[src/rtl/ctrl_seq_pkg.sv]
// Shared types and constants for the control-register sequencer.
// READBACK_CHECK_EN selects the optional write-verify pass in the top level.
package ctrl_seq_pkg;

   typedef enum logic [2:0] {
      S_IDLE,
      S_WRITE,
      S_READBACK,
      S_BEGIN,
      S_WAIT_ACK,
      S_WAIT_CMP,
      S_DONE
   } state_e;

   localparam logic [1:0] REG_OFFSET = 2'd0;
   localparam logic [1:0] REG_DEST   = 2'd1;
   localparam logic [1:0] REG_NUMOPS = 2'd2;
   localparam logic [1:0] REG_ROUTER = 2'd3;

   localparam int RTR_WRITE_REVERSE  = 6;
   localparam int RTR_ACT_FUNC_HI    = 5;
   localparam int RTR_ACT_FUNC_LO    = 4;
   localparam int RTR_CACHE_SEL_HI   = 3;
   localparam int RTR_CACHE_SEL_LO   = 2;
   localparam int RTR_WEIGHT_NOT_IDX = 1;
   localparam int RTR_PARAM_NOT_LYR  = 0;

   function automatic logic [15:0] router_word(input logic [6:0] rtr);
      return {9'd0, rtr};
   endfunction

endpackage

[src/rtl/ctrl_seq_watchdog.sv]
// Load/count/expire counter bounding the sequencer's handshake wait states.
// TIMEOUT_CYCLES of 0 disables expiry.
module ctrl_seq_watchdog #(
   parameter logic [15:0] TIMEOUT_CYCLES = 16'd4096
) (
   input  logic clk,
   input  logic rst,
   input  logic load_i,
   input  logic en_i,
   output logic expired_o
);

   logic [15:0] cnt_q, cnt_d, cnt_inc;

   assign cnt_inc = cnt_q + 16'd1;

   always_comb begin
      cnt_d = cnt_q;
      if (load_i)    cnt_d = '0;
      else if (en_i) cnt_d = cnt_inc;
   end

   always_ff @(posedge clk or posedge rst) begin
      if (rst) cnt_q <= '0;
      else     cnt_q <= cnt_d;
   end

   // Fires on the cycle the count would reach the limit, so the FSM leaves
   // after exactly TIMEOUT_CYCLES cycles in a wait state.
   assign expired_o = en_i && !load_i && (TIMEOUT_CYCLES != 16'd0) &&
                      (cnt_inc == TIMEOUT_CYCLES);

endmodule

[src/rtl/control_reg_sequencer.sv]
// Writes one layer command into the control-register block, starts the op and
// tracks its handshake. Define READBACK_CHECK_EN to verify writes before beginOp.
module control_reg_sequencer
   import ctrl_seq_pkg::*;
#(
   parameter logic [15:0] BASE_ADDR      = 16'h8000,
   parameter logic [15:0] TIMEOUT_CYCLES = 16'd4096
) (
   input  logic        clk,
   input  logic        rst,
   input  logic        cmdValid,
   output logic        cmdReady,
   input  logic [15:0] cmdOffset,
   input  logic [15:0] cmdDest,
   input  logic [15:0] cmdNumOps,
   input  logic [6:0]  cmdRouter,
   output logic        WE,
   output logic [15:0] regAddr,
   output logic [15:0] regWData,
   input  logic [15:0] regRData,
   output logic        beginOp,
   input  logic        readyForNextOp,
   output logic        done,
   output logic        busy,
   output logic        timeout,
   output logic        rbError
);

   state_e            state_q;
   logic [1:0]        idx_q;
   logic [3:0][15:0]  pay_q;
   logic              cmd_ready_q, we_q, begin_q, done_q, busy_q, timeout_q;
   logic [15:0]       addr_q, wdata_q;
   logic [1:0]        idx_nxt;
   logic [15:0]       addr_nxt;
   logic              wd_load, wd_en, wd_expired;

   assign idx_nxt  = idx_q + 2'd1;
   assign addr_nxt = BASE_ADDR + {14'd0, idx_nxt};

   // Counter restarts on every entry into a wait state.
   assign wd_load = (state_q == S_BEGIN) ||
                    (state_q == S_WAIT_ACK && !readyForNextOp);
   assign wd_en   = (state_q == S_WAIT_ACK) || (state_q == S_WAIT_CMP);

   ctrl_seq_watchdog #(
      .TIMEOUT_CYCLES (TIMEOUT_CYCLES)
   ) u_watchdog (
      .clk       (clk),
      .rst       (rst),
      .load_i    (wd_load),
      .en_i      (wd_en),
      .expired_o (wd_expired)
   );

`ifdef READBACK_CHECK_EN
   logic rb_err_q;
   logic rb_mismatch;
   assign rb_mismatch = (regRData != pay_q[idx_q]);
   assign rbError     = rb_err_q;
`else
   logic unused_rdata;
   assign unused_rdata = ^regRData;
   assign rbError      = 1'b0;
`endif

   always_ff @(posedge clk or posedge rst) begin
      if (rst) begin
         state_q     <= S_IDLE;
         idx_q       <= '0;
         pay_q       <= '0;
         cmd_ready_q <= 1'b1;
         we_q        <= 1'b0;
         addr_q      <= '0;
         wdata_q     <= '0;
         begin_q     <= 1'b0;
         done_q      <= 1'b0;
         busy_q      <= 1'b0;
         timeout_q   <= 1'b0;
`ifdef READBACK_CHECK_EN
         rb_err_q    <= 1'b0;
`endif
      end else begin
         case (state_q)
            S_IDLE: begin
               if (cmdValid) begin
                  pay_q       <= {router_word(cmdRouter), cmdNumOps, cmdDest, cmdOffset};
                  idx_q       <= REG_OFFSET;
                  timeout_q   <= 1'b0;
`ifdef READBACK_CHECK_EN
                  rb_err_q    <= 1'b0;
`endif
                  cmd_ready_q <= 1'b0;
                  busy_q      <= 1'b1;
                  we_q        <= 1'b1;
                  addr_q      <= BASE_ADDR;
                  wdata_q     <= cmdOffset;
                  state_q     <= S_WRITE;
               end
            end
            S_WRITE: begin
               if (idx_q == REG_ROUTER) begin
                  we_q    <= 1'b0;
                  wdata_q <= '0;
                  idx_q   <= '0;
`ifdef READBACK_CHECK_EN
                  addr_q  <= BASE_ADDR;
                  state_q <= S_READBACK;
`else
                  addr_q  <= '0;
                  begin_q <= 1'b1;
                  state_q <= S_BEGIN;
`endif
               end else begin
                  idx_q   <= idx_nxt;
                  addr_q  <= addr_nxt;
                  wdata_q <= pay_q[idx_nxt];
               end
            end
`ifdef READBACK_CHECK_EN
            S_READBACK: begin
               // Read data is combinational, so it matches addr_q this cycle.
               if (rb_mismatch) begin
                  rb_err_q <= 1'b1;
                  addr_q   <= '0;
                  idx_q    <= '0;
                  done_q   <= 1'b1;
                  state_q  <= S_DONE;
               end else if (idx_q == REG_ROUTER) begin
                  addr_q  <= '0;
                  idx_q   <= '0;
                  begin_q <= 1'b1;
                  state_q <= S_BEGIN;
               end else begin
                  idx_q  <= idx_nxt;
                  addr_q <= addr_nxt;
               end
            end
`endif
            S_BEGIN: begin
               begin_q <= 1'b0;
               state_q <= S_WAIT_ACK;
            end
            S_WAIT_ACK: begin
               if (!readyForNextOp) begin
                  state_q <= S_WAIT_CMP;
               end else if (wd_expired) begin
                  timeout_q <= 1'b1;
                  done_q    <= 1'b1;
                  state_q   <= S_DONE;
               end
            end
            S_WAIT_CMP: begin
               if (readyForNextOp) begin
                  done_q  <= 1'b1;
                  state_q <= S_DONE;
               end else if (wd_expired) begin
                  timeout_q <= 1'b1;
                  done_q    <= 1'b1;
                  state_q   <= S_DONE;
               end
            end
            S_DONE: begin
               done_q      <= 1'b0;
               cmd_ready_q <= 1'b1;
               busy_q      <= 1'b0;
               state_q     <= S_IDLE;
            end
            default: begin
               state_q <= S_IDLE;
            end
         endcase
      end
   end

   assign cmdReady = cmd_ready_q;
   assign WE       = we_q;
   assign regAddr  = addr_q;
   assign regWData = wdata_q;
   assign beginOp  = begin_q;
   assign done     = done_q;
   assign busy     = busy_q;
   assign timeout  = timeout_q;

endmodule

[config.mk]
export PLATFORM = sky130hd
export DESIGN_NAME = control_reg_sequencer
export DESIGN_NICKNAME = d
export VERILOG_FILES = /design/src/rtl/ctrl_seq_pkg.sv /design/src/rtl/ctrl_seq_watchdog.sv /design/src/rtl/control_reg_sequencer.sv
export SDC_FILE = /design/constraint.sdc
export NUM_CORES = 1
export LEC_CHECK = 0
export ABC_AREA = 1
export BUFFER_PORTS_ARGS = -buffer_cell sky130_fd_sc_hd__buf_2
export CORE_MARGIN = 2
export CORE_UTILIZATION = 40
export CTS_BUF_LIST = sky130_fd_sc_hd__clkbuf_4
export DETAILED_ROUTE_END_ITERATION = 6
export GPL_TIMING_DRIVEN = 0
export SYNTH_ARGS = -nofsm -noshare
export SYNTH_HDL_FRONTEND = slang
export SYNTH_SLANG_ARGS = --single-unit
[constraint.sdc]
create_clock -name clk -period 6.3 [get_ports clk]
set_input_delay 0.315 -clock clk [delete_from_list [all_inputs] [get_ports clk]]
set_output_delay 0.315 -clock clk [all_outputs]
set_load 0.02 [all_outputs]
Yosys cells after proc, flatten, opt, wreduce, memory -nomap -nowiden
Cells that the tools add are included.
{"block": "op_classes", "addsub": 3, "n_mux": 35, "n_lt_le_gt_ge": 1, "n_eq_ne": 11, "n_reduce_logical": 22}
{"operator": "two-way mux 16 bit", "n": 7}
{"operator": "case mux 16 bit (2 select lines)", "n": 2}
{"operator": "binary-select mux 16 bit (select 2 bit)", "n": 1}
{"operator": "adder 16 x 1 -> 16 bit, second input constant", "n": 1}
{"operator": "adder 16 x 2 -> 16 bit, first input constant", "n": 1}
{"operator": "equality test 16 x 13 -> 1 bit, second input constant", "n": 1}
{"operator": "two-way mux 3 bit", "n": 5}
{"operator": "case mux 3 bit (5 select lines)", "n": 1}
{"operator": "AND reduction 2 bit", "n": 6}
{"operator": "two-way mux 1 bit", "n": 10}
{"operator": "equality test 3 bit, second input constant", "n": 3}
{"operator": "inequality test 2 bit, second input constant", "n": 4}
{"operator": "case mux 1 bit (2 select lines)", "n": 4}
{"operator": "nonzero test 2 bit", "n": 4}
{"operator": "case mux 1 bit (3 select lines)", "n": 2}
{"operator": "nonzero test 3 bit", "n": 2}
{"operator": "two-way mux 2 bit", "n": 2}
{"operator": "case mux 2 bit (2 select lines)", "n": 1}
{"operator": "AND reduction 4 bit", "n": 1}
{"operator": "equality test 3 x 1 -> 1 bit, second input constant", "n": 1}
{"operator": "equality test 3 x 2 -> 1 bit, second input constant", "n": 1}
{"operator": "logical AND 1 bit", "n": 3}
{"operator": "logical NOT 3 bit", "n": 1}
{"operator": "less-than comparator 2 x 3 -> 1 bit, second input constant", "n": 1}
{"operator": "other kinds (5)", "n": 7}
{"block": "word_totals", "elab_cells": 87, "ff_bits": 114}

Depth between registers and ports, before layout
Gate-level depths: netlist of run 1.
{"block": "depth", "ltp_word": 9, "depth_mapped": 14}

Modules after synthesis
From an unflattened synthesis of run 1, not the netlist that was laid out.
{"block": "hier_totals", "cells_unflattened": 641, "hier_area_um2": 4968.5}
{"mod": "control_reg_sequencer", "cells_per_inst": 494, "area_per_inst_um2": 3945.0, "n_inst": 1}
{"mod": "ctrl_seq_watchdog", "cells_per_inst": 147, "area_per_inst_um2": 1023.5, "n_inst": 1}

Least setup slack after synthesis of run 1
OpenSTA, ideal clock, no wires.
{"block": "synth_path", "kind": "flip-flop to flip-flop", "startpoint": "register u_watchdog.cnt_q[0]", "endpoint": "register state_q[0]", "setup_ps": 117, "n_path_buf": 0, "stages_incl_launch_ff": 15, "arrival_ps": 1524, "required_ps": 6183, "period_less_slack_ps": 1640, "setup_slack_ps": 4660, "cell_sequence": "dfrtp_1 ha_1 nand2_1 nor2_2 nand2_1 nand2_1 nand2_1 nor2_1 nand2_1 nor2_1 nand3_1 nand2_1 nand2_1 nand2_1 nand2_1"}
{"block": "synth_via", "elab_chain_cells": 6}
{"item": "start, declared", "line_no": "ctrl_seq_watchdog.sv:13", "source": "logic [15:0] cnt_q, cnt_d, cnt_inc;"}
{"item": "start signal, assigned", "line_no": "ctrl_seq_watchdog.sv:25", "source": "else cnt_q <= cnt_d;"}
{"item": "adder 16 x 1 -> 16 bit (*)", "line_no": "ctrl_seq_watchdog.sv:15", "source": "assign cnt_inc = cnt_q + 16'd1;"}
{"item": "equality test 16 x 13 -> 1 bit (*)", "line_no": "ctrl_seq_watchdog.sv:31", "source": "(cnt_inc == TIMEOUT_CYCLES);"}
{"item": "logical AND 1 bit (*)", "line_no": "ctrl_seq_watchdog.sv:30", "source": "assign expired_o = en_i && !load_i && (TIMEOUT_CYCLES != 16'd0) &&"}
{"item": "two-way mux 3 bit (*)"}
{"item": "two-way mux 3 bit, on equally long branches"}
{"item": "case mux 3 bit (5 select lines) (*)"}
{"item": "end signal, assigned", "line_no": "control_reg_sequencer.sv:69", "source": "state_q <= S_IDLE;"}
{"item": "end signal, assigned", "line_no": "control_reg_sequencer.sv:98", "source": "state_q <= S_WRITE;"}
{"item": "end signal, assigned", "line_no": "control_reg_sequencer.sv:112", "source": "state_q <= S_BEGIN;"}
{"item": "end, declared", "line_no": "control_reg_sequencer.sv:29", "source": "state_e state_q;"}
Every way passes the cells marked *; elsewhere a longest branch is shown, timed or not.
A chain may end at the register's enable or synchronous reset.

Worst setup path after layout of run 1
Same ends and word-level chain as after synthesis.

==> results.yml, run 1 <==
floorplanning:
  rows: 40
  chipHeight_um: 115
  start_util_pct: 41.1
  die_area_mm2: 0.0132
  die_w_um: 115
  core_area_mm2: 0.0120
  ios: 114
finish:
  regArea_mm2: 0.00248
  layout-drive-gt1-share_pct: 19.8
  fillCellCount: 1201
  fin_area_mm2: 0.00603
  final_util_pct: 50.2
  nets: 834
  antennaDiodeCount: 0
  area_delta_synth_final_pct: 22.3
  multi_input_area_mm2: 0.00202
  fin_cells: 909
timing:
  hold_viol_final: 0
  rsz0062_at_grt: "no"
  clock.fmax_mhz: 505
  worst_slew_pin_slew_ps: 626
  clock_skew_ps: 28.6
  period_minus_slack_ps: 1980
  slew_violations: 0
  finalSetupViolCount: 0
  slew_headroom_pct: 58.2
  fin_setup_tns_ps: 0
  period_share_pct: 31.4
global_route:
  use_met1_pct: 26.4
  grt_usage_pct: 20.1
  grt_max_degree: 56
  antenna_found_initial: 0
  gr-total-overflow: 0
  met2_usage_pct: 32.6
  use_met3_pct: 5.01
  grt_pass1_wl_mm: 20.7
  grt_pass1_vias: 4304
  top_usage_layer: "met2"
clock_network:
  numCtsBuffers: 9
  cts_tree: "built"
  clock_latency_ps: 490
  clk_pin_slew_ps: 180
  htree_levels: 3
  post_cts_resized: 0
  cts_sinks: 99
  cts_buffer_depth: 2
  clockRootBuffer: "clkbuf_4"
synth:
  syn_area_mm2: 0.00493
  synth_fa_ha_area_share_pct: 0.507
  synth.avg_cell_area_um2: 7.94
  synth_edf_count: 0
  post-synth-top-area-cell: "dfrtp_1"
  synth_top_family_by_area: "simple AND/OR/NAND/NOR gates"
  synth_most_common_cell: "nand2_1"
  seq_area_frac_synth_pct: 50.3
  netlist.area_leader.share_pct: 49.7
  ys_warn_count: 0
  synth_cells: 621
  synth-xor-area-share_pct: 0.355
  async_flop_share_pct: 100
  synth_simple_gate_area_share_pct: 24.8
  synth_compound_area_share_pct: 14.2
  synth.area.top_cells: "dfrtp_1, nand2_1, o21ai_0"
  synth.distinct_cells: 33
  synthMuxAreaShare_pct: 0
  synth-main-ff-cell: "dfrtp_1"
  ys_seq_elements: 99
  yosys-top-cells-count: "nand2_1, dfrtp_1, o21ai_0, inv_1, nor2_1"
critical_path:
  end_kind: "register"
  crit_type: "register to register"
  critPathMaxStageDelay_ps: 440
  required_ps: 6670
  critical_path.slowest_cell: "dfrtp_1"
  cp.arrival_ps: 2350
  worst_setup_path_start_kind: "register"
  crit_top_cell: "nand2_1"
  cp_cell_sequence: "ha_1 > nand2_1 > nor2_2 > nand2_1 > nand2_1 > nand2_1 > nor2_1 > nand2_1 > nor2_1 > nand3_1 > nand2_1 > nand2_1 > nand2_1 > nand2_1"
  cp_max_fo: 5
routing:
  first_pass_iters: 5
  wl_per_cell_um: 13.8
  routed_wl_mm: 12.6
  vias: 4456
  ant_nets: 0
  via_per_inst: 4.90
  drc_errors: 0
  first_iter_violations: 316
placement:
  placed_cell_area_mm2: 0.00561
  place.gp.congestion: 0.889
  detailed_place_hpwl_mm: 9.45
  dp.cells: 865
  port-buffer-count: 83
power:
  peakVddDrop_v: 0.000298
  p_leak_nw: 3.04
  finalPower_mw: 2.87
  p_per_area_mw_per_mm2: 475
flow_run:
  drv_cap: 0
min_path:
  hp-class: "input pin to register"
run_status:
  run_status: "finished, final reports clean"
## metal layers
layer	wire length, µm	vias to the layer above	share of wire (%)
li1	-	2233	-
met1	5660	2088	45
met2	6100	118	49
met3	563	17	4.5
met4	232	0	1.8
met5	0	-	0
## report_power, final
| part | switching (mW) | total [mW] | internal [mW] | leakage [nW] |
|---|---|---|---|---|
| clock | 0.237 | 0.328 | 0.0908 | 0.0687 |
| combinational | 0.975 | 1.48 | 0.506 | 1.73 |
| sequential | 0.152 | 1.06 | 0.905 | 1.24 |
## placed cells by master (no fill, tap or decap), types with 9 or more instances in the layout
cell type,instances
nand2_1,209
nand3_1,22
a22oi_1,17
buf_4,17
a21oi_1,27
dlygate4sd3_1,28
buf_2,89
clkbuf_4,9
dfrtp_1,98
o21ai_0,56
inv_1,49
conb_1,14
nor2_1,39
o21ai_1,18
## cell families after synthesis
kind of cell | after synthesis
fa+ha+maj | 2
flops | 99
buf+inv | 98
compound gates | 128
simple gates | 291
other cells | 1
xor+xnor | 2
## per-stage QoR
stage,hold slack (ps),setup WS (ps)
floorplan,432,3400
global placement,451,2260
detailed placement,430,4350
CTS,0.242,4330
global route,4.37,4080
finish,25.2,4320
## state kept, by name, indices dropped and copies added, names as in the netlist
register	count
state_q	3
idx_q	1
WE	1
timeout	1
pay_q	55
cmdReady	1
busy	1
regWData	16
beginOp	1
done	1
u_watchdog.cnt_q	16
regAddr	2
## final timing paths
kind | start | endpoint | slack, ps | cells past startpoint
min in group asynchronous | rst | pay_q[7] | 420 | 3
worst max register to register | u_watchdog.cnt_q[0] | state_q[0] | 4320 | 14
worst max-delay path | u_watchdog.cnt_q[0] | state_q[0] | 4320 | 14
worst min-delay path | cmdDest[3] | pay_q[19] | 30 | 3
max in group asynchronous | rst | pay_q[44] | 5190 | 4
worst min register to register | cmdReady | cmdReady | 480 | 2
## final cells by class
class	count	share of cell area, %
Sequential cell	99	41.1
Multi-Input combinational cell	437	33.5
Timing Repair Buffer	112	12.0
Clock buffer	9	1.12
Inverter	59	3.80
Clock inverter	7	1.22
Tap cell	147	3.05
Buffer	39	4.25
## what timing repair did
item                                   in CTS  in global routing
hold buffers                               24                  4
endpoints found under the hold margin      66                  4
setup buffers                               0                  0
## worst max-delay path: cells and delay by family, from the launching register on
| family | cells | cell delay (ps) |
|---|---|---|
| DFF | 1 | 440 |
| and+or+nand+nor | 13 | 1210 |
| adders and majority gates | 1 | 230 |
No activity file was read; power rests on OpenSTA's default activity.
==> inputs of run 2 (changes only) <==
==> constraint.sdc (replaced) <==
create_clock -name clk -period 1.7 [get_ports clk]
set_input_delay 0.085 -clock clk [delete_from_list [all_inputs] [get_ports clk]]
set_output_delay 0.085 -clock clk [all_outputs]
set_load 0.02 [all_outputs]
==> results.yml, run 2 (synthesis results as in run 1) <==
critical_path:
  ff2ff_setup_slack_ps: -150
  cp_cell_sequence: "inv_2 > nand2_2 > or3_4 > nand2_4 > nor2_8 > buf_12 > nor2_8 > clkbuf_16 > nand2_2 > o21ai_1"
  reg2reg_depth: 10
  r2r-end: "idx_q[0]"
  r2r-start: "state_q[1]"
  critical_path.slowest_cell: "dfrtp_2"
  required_ps: 2110
  critPathTopFamily: "simple AND/OR/NAND/NOR gates"
  critPathMaxStageDelay_ps: 470
  cp_max_fo: 8
  worst_setup_path_start_kind: "register"
  crit_type: "register to register"
  cp.arrival_ps: 2260
  path_buf_inv: 3
  startpoint: "state_q[1]"
  end_kind: "register"
placement:
  placed_cell_area_mm2: 0.00562
  place.gp.congestion: 0.881
  port-buffer-count: 83
  detailed_place_hpwl_mm: 9.62
  dp.cells: 866
min_path:
  hp-class: "input pin to register"
  min_from: "cmdValid"
  worstHoldPathCells: 4
  whs_endpoint: "state_q[1]"
timing:
  finalWorstSetupSlack_ps: -155
  rsz0062_at_grt: "yes"
  slew_violations: 0
  period_share_pct: 109
  period_minus_slack_ps: 1850
  hold_viol_final: 0
  finalSetupViolCount: 69
  clock_skew_ps: 16.1
  clock.fmax_mhz: 539
finish:
  layout-drive-gt1-share_pct: 37.7
  fillCellCount: 1065
  area_delta_synth_final_pct: 49.5
  fin_area_mm2: 0.00737
  fin_cells: 974
  layout_commonest_cell: "nand2_1"
  largest_register: "pay_q"
  final_cell_mix: "nand2_1, dfrtp_1, buf_2"
  nets: 898
  final_util_pct: 61.4
  largest_reg_flops: 55
  multi_input_area_mm2: 0.00246
  regArea_mm2: 0.00248
power:
  p_sw_share_pct: 44.9
  p_int_mw: 7.73
  power_frac_comb_pct: 62.0
  peakVddDrop_v: 0.000994
  power.share.sequential_pct: 28.8
  p_switching_mw: 6.31
  clkPwrFrac_pct: 9.2
  p_per_area_mw_per_mm2: 1900
  p_leak_nw: 3.64
global_route:
  gr-total-overflow: 0
  grt_usage_pct: 21.9
  grt_max_degree: 43
  grt_pass1_wl_mm: 22.7
  antenna_found_initial: 1
  grt_pass1_vias: 4711
routing:
  first_pass_iters: 5
  drc_errors: 0
  routed_wl_mm: 15.0
  via_per_inst: 5.05
  first_iter_violations: 412
  wl_per_cell_um: 15.4
  ant_nets: 0
  vias: 4919
clock_network:
  cts_sinks: 99
  cts_tree: "built"
  clock_latency_ps: 470
  clk_pin_slew_ps: 160
  clockRootBuffer: "clkbuf_4"
  numCtsBuffers: 9
  htree_levels: 3
  cts_buffer_depth: 2
floorplanning:
  core_area_mm2: 0.0120
  rows: 40
  chipHeight_um: 115
  die_area_mm2: 0.0132
  start_util_pct: 41.1
  die_w_um: 115
  ios: 114
flow_run:
  drv_cap: 0
run_status:
  run_status: "finished, violations left"
  violations: "setup timing"
==> run 2: cell count changes in the layout (fill, tap and decap cells not counted), sizes merged <==
cell	previous run	this run
dlygate4sd3	28	57
buf	114	143
clkbuf	18	24
clkinvlp	2	3
inv	60	58
diode	0	1
bufinv	0	1
==> run 2: per-stage QoR <==
step | setup WS (ps) | power (mW) | TNS [ps] | hold WS (ps)
finish | -155 | 14.0 | -5130 | 24.9
global route | -228 | 15.0 | -10200 | 24.9
CTS | -103 | 11.6 | -1410 | 18.6
detailed placement | -227 | 9.43 | -10920 | 122
global placement | -229 | 9.31 | -29130 | 286
floorplan | 59.8 | 7.80 | 0 | 202
==> run 2: how the worst max path moves through the flow <==
stage,cells after the start,slack (ps),to
global route,12,-230,state_q[0]
detailed placement,14,-230,state_q[0]
global placement,2,-230,pay_q[45]
finish,10,-150,idx_q[0]
floorplan,14,60,state_q[0]
CTS,9,-100,pay_q[50]
==> run 2: per-layer routing <==
metal	track usage (%)	vias up	wire length [µm]
li1	-	2380	-
met1	27.7	2345	6350
met2	37.5	156	7680
met3	3.00	38	577
met4	9.64	0	400
met5	0	-	0
==> run 2: layout make-up <==
class | instances | share of cell area, %
flip-flops and latches | 99 | 33.7
multi-input cells | 437 | 33.4
repair buffers | 176 | 20.1
plain buffers | 39 | 5.04
inverters | 59 | 3.36
well taps | 147 | 2.50
clock buffers | 9 | 0.917
clock inverters | 7 | 0.917
diodes | 1 | 0.0340
==> run 2: repair_timing <==
action | 4_1_cts | 5_1_grt
resized for setup | 50 | 169
gates cloned | 1 | 7
hold buffers | 57 | 0
endpoints found under the setup margin | 86 | 81
buffers inserted | 12 | 14
hold endpoints to repair | 131 | 0
pin swaps | 15 | 42
==> run 2: worst register-to-register path, cell delays in order (launching register included) <==
cell,delay (ps)
dfrtp_2,470
inv_2,80
nand2_2,70
or3_4,350
nand2_4,100
nor2_8,60
buf_12,140
nor2_8,210
clkbuf_16,200
nand2_2,40
o21ai_1,70
==> run 2: power by group through the flow <==
stage / Clock [mW] / Sequential, mW / Combinational [mW]
final: 1.29 / 4.04 / 8.71
after global routing: 1.41 / 4.14 / 9.45
after CTS: 1.31 / 3.92 / 6.41
after detailed placement: 0 / 3.97 / 5.46
after global placement: 0 / 3.94 / 5.37
after floorplan: 0 / 4.10 / 3.70
